==> config.mk <==
export PLATFORM = sky130hd
export DESIGN_NAME = mem_arbiter_flat
export DESIGN_NICKNAME = d
export VERILOG_FILES = /design/src/rtl/mem_arb_pkg.sv /design/src/rtl/mem_arbiter_if.sv /design/src/rtl/mem_arb_pick.sv /design/src/rtl/mem_arbiter.sv /design/src/flat_wrapper.sv
export SDC_FILE = /design/constraint.sdc
export NUM_CORES = 1
export LEC_CHECK = 0
export ABC_AREA = 1
export BUFFER_PORTS_ARGS = -buffer_cell sky130_fd_sc_hd__buf_2
export CAP_MARGIN = 20
export CORE_MARGIN = 2
export CORE_UTILIZATION = 44
export DETAILED_ROUTE_END_ITERATION = 6
export GPL_ROUTABILITY_DRIVEN = 0
export GPL_TIMING_DRIVEN = 0
export HOLD_SLACK_MARGIN = 0.1
export PLACE_DENSITY = 0.9
export RECOVER_POWER = 50
export SYNTH_ARGS = -nofsm -noshare
export SYNTH_HDL_FRONTEND = slang
export SYNTH_HIERARCHICAL = 1
export SYNTH_SLANG_ARGS = --single-unit
==> constraint.sdc <==
create_clock -name sys_clk -period 5.6 [get_ports sys_clk]
set_input_delay 0.56 -clock sys_clk [delete_from_list [all_inputs] [get_ports sys_clk]]
set_output_delay 0.56 -clock sys_clk [all_outputs]
set_load 0.1 [all_outputs]
==> src/rtl/mem_arb_pkg.sv <==
// Shared types and default sizes for the two-port memory arbiter.
// Ownership states and width defaults used by every arbiter file.
package mem_arb_pkg;

    typedef enum logic [1:0] {
        IDLE = 2'd0,
        OWN0 = 2'd1,
        OWN1 = 2'd2
    } state_t;

    localparam int DEF_DW        = 16;
    localparam int DEF_AW        = 8;
    localparam int DEF_MAX_BURST = 16;

endpackage

==> src/rtl/mem_arbiter_if.sv <==
// Requester, memory and status bundle for the two-port memory arbiter.
// slave = arbiter side, master = requesters plus RAM side.
interface mem_arbiter_if #(
    parameter int DW = mem_arb_pkg::DEF_DW,
    parameter int AW = mem_arb_pkg::DEF_AW
);
    logic          req0, req1;
    logic          lock0, lock1;
    logic          we0, we1;
    logic [AW-1:0] addr0, addr1;
    logic [DW-1:0] wdata0, wdata1;
    logic          gnt0, gnt1;
    logic          rvalid0, rvalid1;
    logic [DW-1:0] rdata;
    logic [AW-1:0] mem_a;
    logic [DW-1:0] mem_d;
    logic          mem_we;
    logic [DW-1:0] mem_spo;
    logic [AW-1:0] highest_add;

    modport slave (
        input  req0, req1, lock0, lock1, we0, we1,
        input  addr0, addr1, wdata0, wdata1, mem_spo,
        output gnt0, gnt1, rvalid0, rvalid1, rdata,
        output mem_a, mem_d, mem_we, highest_add
    );

    modport master (
        output req0, req1, lock0, lock1, we0, we1,
        output addr0, addr1, wdata0, wdata1, mem_spo,
        input  gnt0, gnt1, rvalid0, rvalid1, rdata,
        input  mem_a, mem_d, mem_we, highest_add
    );
endinterface

==> src/rtl/mem_arb_pick.sv <==
// Two-way round-robin pick: on contention the requester not served last wins.
// win=0 selects requester 0, win=1 selects requester 1; any flags a request.
module mem_arb_pick (
    input  logic req0,
    input  logic req1,
    input  logic last,
    output logic win,
    output logic any
);
    always_comb begin
        win = 1'b0;
        unique case (1'b1)
            (req0 & req1):  win = ~last;
            (req1 & ~req0): win = 1'b1;
            default:        win = 1'b0;
        endcase
        any = req0 | req1;
    end
endmodule

==> src/rtl/mem_arbiter.sv <==
// Two-requester arbiter in front of an async-read RAM, bursts via lock.
// Define MEM_ARB_HIGHEST_EN to build the highest-written-address tracker.
module mem_arbiter
    import mem_arb_pkg::*;
#(
    parameter int DW        = DEF_DW,
    parameter int AW        = DEF_AW,
    parameter int MAX_BURST = DEF_MAX_BURST
) (
    input logic         sys_clk,
    input logic         rst,
    mem_arbiter_if.slave bus
);
    localparam int BW = $clog2(MAX_BURST) + 1;

    state_t        state, state_nxt;
    logic          last;
    logic          pick_win, pick_any;
    logic [BW-1:0] beat;
    logic          own0, own1;
    logic          req_own, lock_own;
    logic          acc, stay, rd_acc;
    logic          rvalid0_q, rvalid1_q;
    logic [DW-1:0] rdata_q;

    mem_arb_pick u_pick (
        .req0 (bus.req0),
        .req1 (bus.req1),
        .last (last),
        .win  (pick_win),
        .any  (pick_any)
    );

    assign own0 = (state == OWN0);
    assign own1 = (state == OWN1);

    assign bus.gnt0   = own0 & bus.req0;
    assign bus.gnt1   = own1 & bus.req1;
    assign bus.mem_we = (bus.gnt0 & bus.we0) | (bus.gnt1 & bus.we1);
    assign bus.mem_a  = own0 ? bus.addr0 : own1 ? bus.addr1 : '0;
    assign bus.mem_d  = own0 ? bus.wdata0 : own1 ? bus.wdata1 : '0;

    assign bus.rvalid0 = rvalid0_q;
    assign bus.rvalid1 = rvalid1_q;
    assign bus.rdata   = rdata_q;

    // beat holds accesses already made in this ownership
    always_comb begin
        req_own  = own1 ? bus.req1 : bus.req0;
        lock_own = own1 ? bus.lock1 : bus.lock0;
        acc      = (own0 | own1) & req_own;
        stay     = acc & lock_own & (beat < BW'(MAX_BURST - 1));
        rd_acc   = (bus.gnt0 & ~bus.we0) | (bus.gnt1 & ~bus.we1);
        state_nxt = state;
        unique case (state)
            IDLE: if (pick_any) state_nxt = pick_win ? OWN1 : OWN0;
            OWN0: if (!stay) state_nxt = bus.req1 ? OWN1 : IDLE;
            OWN1: if (!stay) state_nxt = bus.req0 ? OWN0 : IDLE;
            default: state_nxt = IDLE;
        endcase
    end

    always_ff @(posedge sys_clk or posedge rst) begin
        if (rst) begin
            state     <= IDLE;
            last      <= 1'b1;
            beat      <= '0;
            rvalid0_q <= 1'b0;
            rvalid1_q <= 1'b0;
            rdata_q   <= '0;
        end else begin
            state <= state_nxt;
            if (state_nxt == OWN0) last <= 1'b0;
            else if (state_nxt == OWN1) last <= 1'b1;
            beat      <= stay ? beat + BW'(1) : '0;
            rvalid0_q <= bus.gnt0 & ~bus.we0;
            rvalid1_q <= bus.gnt1 & ~bus.we1;
            if (rd_acc) rdata_q <= bus.mem_spo;
        end
    end

`ifdef MEM_ARB_HIGHEST_EN
    logic [AW-1:0] hi_q;

    always_ff @(posedge sys_clk or posedge rst) begin
        if (rst) hi_q <= '0;
        else if (bus.mem_we && (bus.mem_a > hi_q)) hi_q <= bus.mem_a;
    end

    assign bus.highest_add = hi_q;
`else
    assign bus.highest_add = '0;
`endif

endmodule

==> src/flat_wrapper.sv <==
// flat-port wrapper written by rule: the top's interface ports become plain ports
module mem_arbiter_flat import mem_arb_pkg::*;
#(
    parameter int DW        = DEF_DW,
    parameter int AW        = DEF_AW,
    parameter int MAX_BURST = DEF_MAX_BURST
)
  (sys_clk, rst, bus_req0, bus_req1, bus_lock0, bus_lock1, bus_we0, bus_we1, bus_addr0, bus_addr1, bus_wdata0, bus_wdata1, bus_mem_spo, bus_gnt0, bus_gnt1, bus_rvalid0, bus_rvalid1, bus_rdata, bus_mem_a, bus_mem_d, bus_mem_we, bus_highest_add);
  mem_arbiter_if #(.DW(DW), .AW(AW)) bus_i ();
  input logic sys_clk;
  input logic rst;
  input wire logic [$bits(bus_i.req0)-1:0] bus_req0;
  input wire logic [$bits(bus_i.req1)-1:0] bus_req1;
  input wire logic [$bits(bus_i.lock0)-1:0] bus_lock0;
  input wire logic [$bits(bus_i.lock1)-1:0] bus_lock1;
  input wire logic [$bits(bus_i.we0)-1:0] bus_we0;
  input wire logic [$bits(bus_i.we1)-1:0] bus_we1;
  input wire logic [$bits(bus_i.addr0)-1:0] bus_addr0;
  input wire logic [$bits(bus_i.addr1)-1:0] bus_addr1;
  input wire logic [$bits(bus_i.wdata0)-1:0] bus_wdata0;
  input wire logic [$bits(bus_i.wdata1)-1:0] bus_wdata1;
  input wire logic [$bits(bus_i.mem_spo)-1:0] bus_mem_spo;
  output wire logic [$bits(bus_i.gnt0)-1:0] bus_gnt0;
  output wire logic [$bits(bus_i.gnt1)-1:0] bus_gnt1;
  output wire logic [$bits(bus_i.rvalid0)-1:0] bus_rvalid0;
  output wire logic [$bits(bus_i.rvalid1)-1:0] bus_rvalid1;
  output wire logic [$bits(bus_i.rdata)-1:0] bus_rdata;
  output wire logic [$bits(bus_i.mem_a)-1:0] bus_mem_a;
  output wire logic [$bits(bus_i.mem_d)-1:0] bus_mem_d;
  output wire logic [$bits(bus_i.mem_we)-1:0] bus_mem_we;
  output wire logic [$bits(bus_i.highest_add)-1:0] bus_highest_add;
  assign bus_i.req0 = bus_req0;
  assign bus_i.req1 = bus_req1;
  assign bus_i.lock0 = bus_lock0;
  assign bus_i.lock1 = bus_lock1;
  assign bus_i.we0 = bus_we0;
  assign bus_i.we1 = bus_we1;
  assign bus_i.addr0 = bus_addr0;
  assign bus_i.addr1 = bus_addr1;
  assign bus_i.wdata0 = bus_wdata0;
  assign bus_i.wdata1 = bus_wdata1;
  assign bus_i.mem_spo = bus_mem_spo;
  assign bus_gnt0 = bus_i.gnt0;
  assign bus_gnt1 = bus_i.gnt1;
  assign bus_rvalid0 = bus_i.rvalid0;
  assign bus_rvalid1 = bus_i.rvalid1;
  assign bus_rdata = bus_i.rdata;
  assign bus_mem_a = bus_i.mem_a;
  assign bus_mem_d = bus_i.mem_d;
  assign bus_mem_we = bus_i.mem_we;
  assign bus_highest_add = bus_i.highest_add;
  mem_arbiter #(.DW(DW), .AW(AW), .MAX_BURST(MAX_BURST)) u_core (.sys_clk(sys_clk), .rst(rst), .bus(bus_i));
endmodule
## Word-level counts from Yosys, hierarchy flattened

Index checks and enable logic that the tools add are counted.

| operators by class | value |
|---|---|
| div/mod/pow operators | 0 |
| magnitude comparators | 1 |
| $mul | 0 |
| eq/ne operators | 4 |
| shift-type cells | 0 |
| mux-type cells | 17 |
| $add $sub $neg | 1 |
| reduce and logical (&&, ||, !) cells | 2 |
| bitwise gates (word level) | 19 |

Operator list:

| kind | count |
|---|---|
| two-way mux 16 bit | 2 |
| two-way mux 8 bit | 2 |
| AND 1 bit | 11 |
| two-way mux 2 bit | 5 |
| case mux 2 bit (3 select lines) | 1 |
| adder 5 x 1 -> 5 bit, second input constant | 1 |
| < comparator 5 x 4 -> 1 bit, second input constant | 1 |
| two-way mux 1 bit | 5 |
| two-way mux 5 bit | 1 |
| == test 2 x 1 -> 1 bit, second input constant | 2 |
| == test 2 bit, second input constant | 2 |
| NOT 1 bit | 4 |
| bitwise OR 1 bit | 4 |
| zero test 2 bit | 1 |
| case mux 1 bit (2 select lines) | 1 |
| nonzero test 2 bit | 1 |

| word-level totals | value |
|---|---|
| bits in writable memories | 0 |
| register bits | 26 |
| bits in read-only memories | 0 |
| output and inout bits | 53 |
| bits of input ports | 72 |
| latch bits | 0 |
| logic and storage cells | 50 |
| memories | 0 |

## Depth between registers and ports, before layout

| logic depth | value |
|---|---|
| depth after elaboration | 10 |
| depth in mapped cells | 16 |
| depth with buffers taken out | 15 |

## Cells and area by module

Netlist, hierarchy kept.

Modules (own cells, without submodules):

| module | sequential area each (um^2) | cells an instance | instances | area an instance (um^2) |
|---|---|---|---|---|
| mem_arbiter | 651.9 | 203 | 1 | 1714.1 |
| mem_arb_pick | 0.0 | 3 | 1 | 15.0 |

## Worst setup path before layout

Ideal clock, no wire load.

| timing | value |
|---|---|
| path kind | register -> output |
| from | register u_core.state[1] |
| to | output bus_mem_we |
| data required time | 5.040 ns |
| data arrival time | 2.328 ns |
| path buffers | 1 |
| stages on the path, launching flop included | 7 |
| slack | 2.712 ns |
| path through | dfrtp_1 inv_1 ha_1 buf_6 nand2_4 inv_1 a22o_1 |

| between the ends | value |
|---|---|
| longest elaborated chain between the ends | 4 |
| elaborated cells between the ends (all ways) | 7 |
| those cells by class | 2 x eq/ne; 5 x bitwise |

RTL lines:

| what | line | RTL |
|---|---|---|
| start: declaration | mem_arbiter.sv:16 | `state_t state, state_nxt;` |
| start signal: assignment | mem_arbiter.sv:72 | `state <= state_nxt;` |
| == test 2 x 1 -> 1 bit | mem_arbiter.sv:34 | `assign own0 = (state == OWN0);` |
| AND 1 bit | mem_arbiter.sv:37 | `assign bus.gnt0 = own0 & bus.req0;` |
| net bus_gnt0 | flat_wrapper.sv:23 | `output wire logic [$bits(bus_i.gnt0)-1:0] bus_gnt0;` |
| AND 1 bit | mem_arbiter.sv:39 | `assign bus.mem_we = (bus.gnt0 & bus.we0) \| (bus.gnt1 & bus.we1);` |
| bitwise OR 1 bit | mem_arbiter.sv:39 |  |
| end: declaration | flat_wrapper.sv:30 | `output wire logic [$bits(bus_i.mem_we)-1:0] bus_mem_we;` |

The timed path passes the listed nets, and every way through them passes these cells.

## Worst setup path after layout

| timing | value |
|---|---|
| from | register u_core.state[1] |
| to | output bus_mem_d[13] |

| between the ends | value |
|---|---|
| longest elaborated chain between the ends | 3 |
| elaborated cells between the ends (all ways) | 4 |
| those cells by class | 2 x eq/ne; 2 x mux |

RTL lines:

| what | line | RTL |
|---|---|---|
| == test 2 bit | mem_arbiter.sv:35 | `assign own1 = (state == OWN1);` |
| two-way mux 16 bit | mem_arbiter.sv:41 | `assign bus.mem_d = own0 ? bus.wdata0 : own1 ? bus.wdata1 : '0;` |
| two-way mux 16 bit * | mem_arbiter.sv:41 |  |
| end: declaration | flat_wrapper.sv:29 | `output wire logic [$bits(bus_i.mem_d)-1:0] bus_mem_d;` |

Every way passes the cells marked *; elsewhere a longest branch is shown, timed or not.

==> flow_summary.yaml <==
run_status:
  status: "finished, final reports clean"
sta:
  post-route-min-period_ns: 3.12
  worst_pin_slew_ns: 1.20
  fmax_mhz: 320
  finalSetupTns_ns: 0
  finClkSkew_ns: 0.00487
  setup_violations: 0
  maxSlewViolCount: 0
  hold_viol: 0
  rsz0062_at_grt: "false"
  relSlewSlack_pct: 20.2
  period_share_pct: 55.7
drt:
  ant_nets: 0
  drc: 0
  via_per_inst: 4.70
  drt_iter0_drc: 85
  vias: 1792
  wirelength_mm: 4.53
  firstDrtPassIters: 4
  wire_per_inst_um: 11.9
synth:
  yosysUniqueCellTypes: 31
  synth_area_mm2: 0.00173
  synth_edf_count: 0
  postSynthAreaPerCell_um2: 8.39
  async_flop_share_pct: 100
  ys.flop_type: "dfrtp_1"
  ys_ff_latch: 26
  yosys.area.top_type: "dfrtp_1"
  yosysSeqAreaShare_pct: 37.7
  syn_inst: 206
  yosysTopAreaCellShare_pct: 36.2
  synthMostInstantiatedCell: "nand2_1"
  ys_top_cells_by_area: "dfrtp_1, nand2_1, mux2_4"
  synth_commonest_cells: "nand2_1, nand3_1, dfrtp_1, inv_1, mux2_4"
  yosysWarnings: 6
clocking:
  clk_path_buf_depth: 2
  clock_latency_ns: 0.27
  clkTransAtPathRegs_ns: 0.08
  post_cts_buffers: 0
  cts_made_buffers: 3
  cts_sinks: 26
  cts_tree: "done"
  root_buffer: "clkbuf_8"
  cts-hold-fix-buffers: 0
  ctsHtreeMaxLevel: 1
  cts-resized-gates: 0
grt:
  grt_max_degree: 27
  grt_pass1_vias: 1489
  grt_pass1_wl_mm: 6.78
  grt-ovfl-total: 0
  antenna_found_initial: 0
  grt_usage_pct: 19.7
setup_path:
  crit_end: "bus_mem_d[13]"
  crit_type: "reg -> out"
  arrival_ns: 2.56
  cp.required_ns: 5.04
  slowest_delay_ns: 0.45
  rrSetupSlack_ns: 3.01
  startpoint_type: "register"
  crit_path_max_fanout: 10
  critPathCaptureType: "output pin"
  startpoint: "u_core/state[1]"
  cp_slowest_cell: "dfrtp_1"
  worstReg2RegStart: "u_core/state[0]"
  r2r-end: "u_core/last"
  path_cells: "inv_1, ha_1, clkbuf_1, inv_1, clkbuf_1, nand3_1, nand2_1, buf_2"
  ff2ff_path_depth: 13
hold_path:
  holdCritPathClass: "in -> async"
finish:
  diodes: 0
  post-route-util_pct: 64.8
  drive_above_1_share_pct: 40.8
  area_growth_pct: 39.3
  num-nets-final: 413
  fin_area_mm2: 0.00241
floorplanning:
  die_h_um: 66.7
  ioPinCount: 125
  start_util_pct: 46.5
  die-area_mm2: 0.00445
  rows: 22
  die_x_um: 66.7
  core_area_mm2: 0.00372
place:
  dp_hpwl_mm: 3.72
  postPlaceCellArea_mm2: 0.00240
  portBuffers: 116
job:
  cap_violations: 0
[how the worst min path moves through the flow]
stage / startpoint / end / slack [ns]
2_1_floorplan: u_core/beat[0] / u_core/beat[0] / 0.45
6_report: rst / u_core/bus.rdata[6] / 0.49
3_3_place_gp: u_core/beat[0] / u_core/beat[0] / 0.47
3_5_place_dp: u_core/beat[0] / u_core/beat[0] / 0.48
5_1_grt: bus_we0 / u_core/bus.rvalid0 / 0.49
4_1_cts: bus_we0 / u_core/bus.rvalid0 / 0.48
[per-layer routing]
layer,global-route usage (%),vias to the layer above,wire length [um]
met4,5.10,0,41
met2,32.5,70,2390
met1,26.1,818,1820
met5,0,-,0
li1,-,899,-
met3,4.56,5,276
[sequential cells by signal, indices dropped and copies added (netlist names)]
register            cells
u_core/beat             5
u_core/bus.rdata       16
u_core/bus.rvalid0      1
u_core/bus.rvalid1      1
u_core/last             1
u_core/state            2
[through the flow]
stage          hold slack, ns  instances  setup slack (ns)
4_1_cts                 0.483        381              2.69
3_3_place_gp            0.471        377              3.06
2_1_floorplan           0.453        213              2.71
3_5_place_dp            0.483        377              3.00
6_report                0.489        381              2.48
5_1_grt                 0.489        381              2.27
[placed cells by master, fill, tap and decap left out, types with 2 or more instances in the layout]
cell,instances
a21oi_1,3
buf_2,98
buf_4,8
clkbuf_1,25
clkbuf_8,4
conb_1,8
dfrtp_1,25
ha_1,7
inv_1,18
mux2_2,6
mux2_4,10
nand2_1,62
nand2_4,2
nand3_1,30
nand4_1,3
nor2_1,8
o21ai_0,2
[critical path, delay by kind of cell (launching register included)]
kind	cells	cell delay, ns
buf+inv	5	1.41
flops	1	0.45
simple gates	2	0.24
fa+ha+maj	1	0.19
[layout make-up]
type,instances,area (um2)
Buffer,17,110
Clock buffer,4,55.1
Fill cell,341,1310
Inverter,19,71.3
Multi-Input combinational cell,151,902
Sequential cell,26,652
Tap cell,48,60.1
Timing Repair Buffer,116,558
[cell families after synthesis]
kind of cell	share of synthesized area [%]
mux	12.6
simple gates	29.0
fa+ha+maj	5.06
compound gates	4.05
other cells	0.217
flops	37.7
buf+inv	11.4
Power is left out: the tool's default activity adds up to more than one toggle a clock period on the data nets, which glitch-free logic cannot reach.
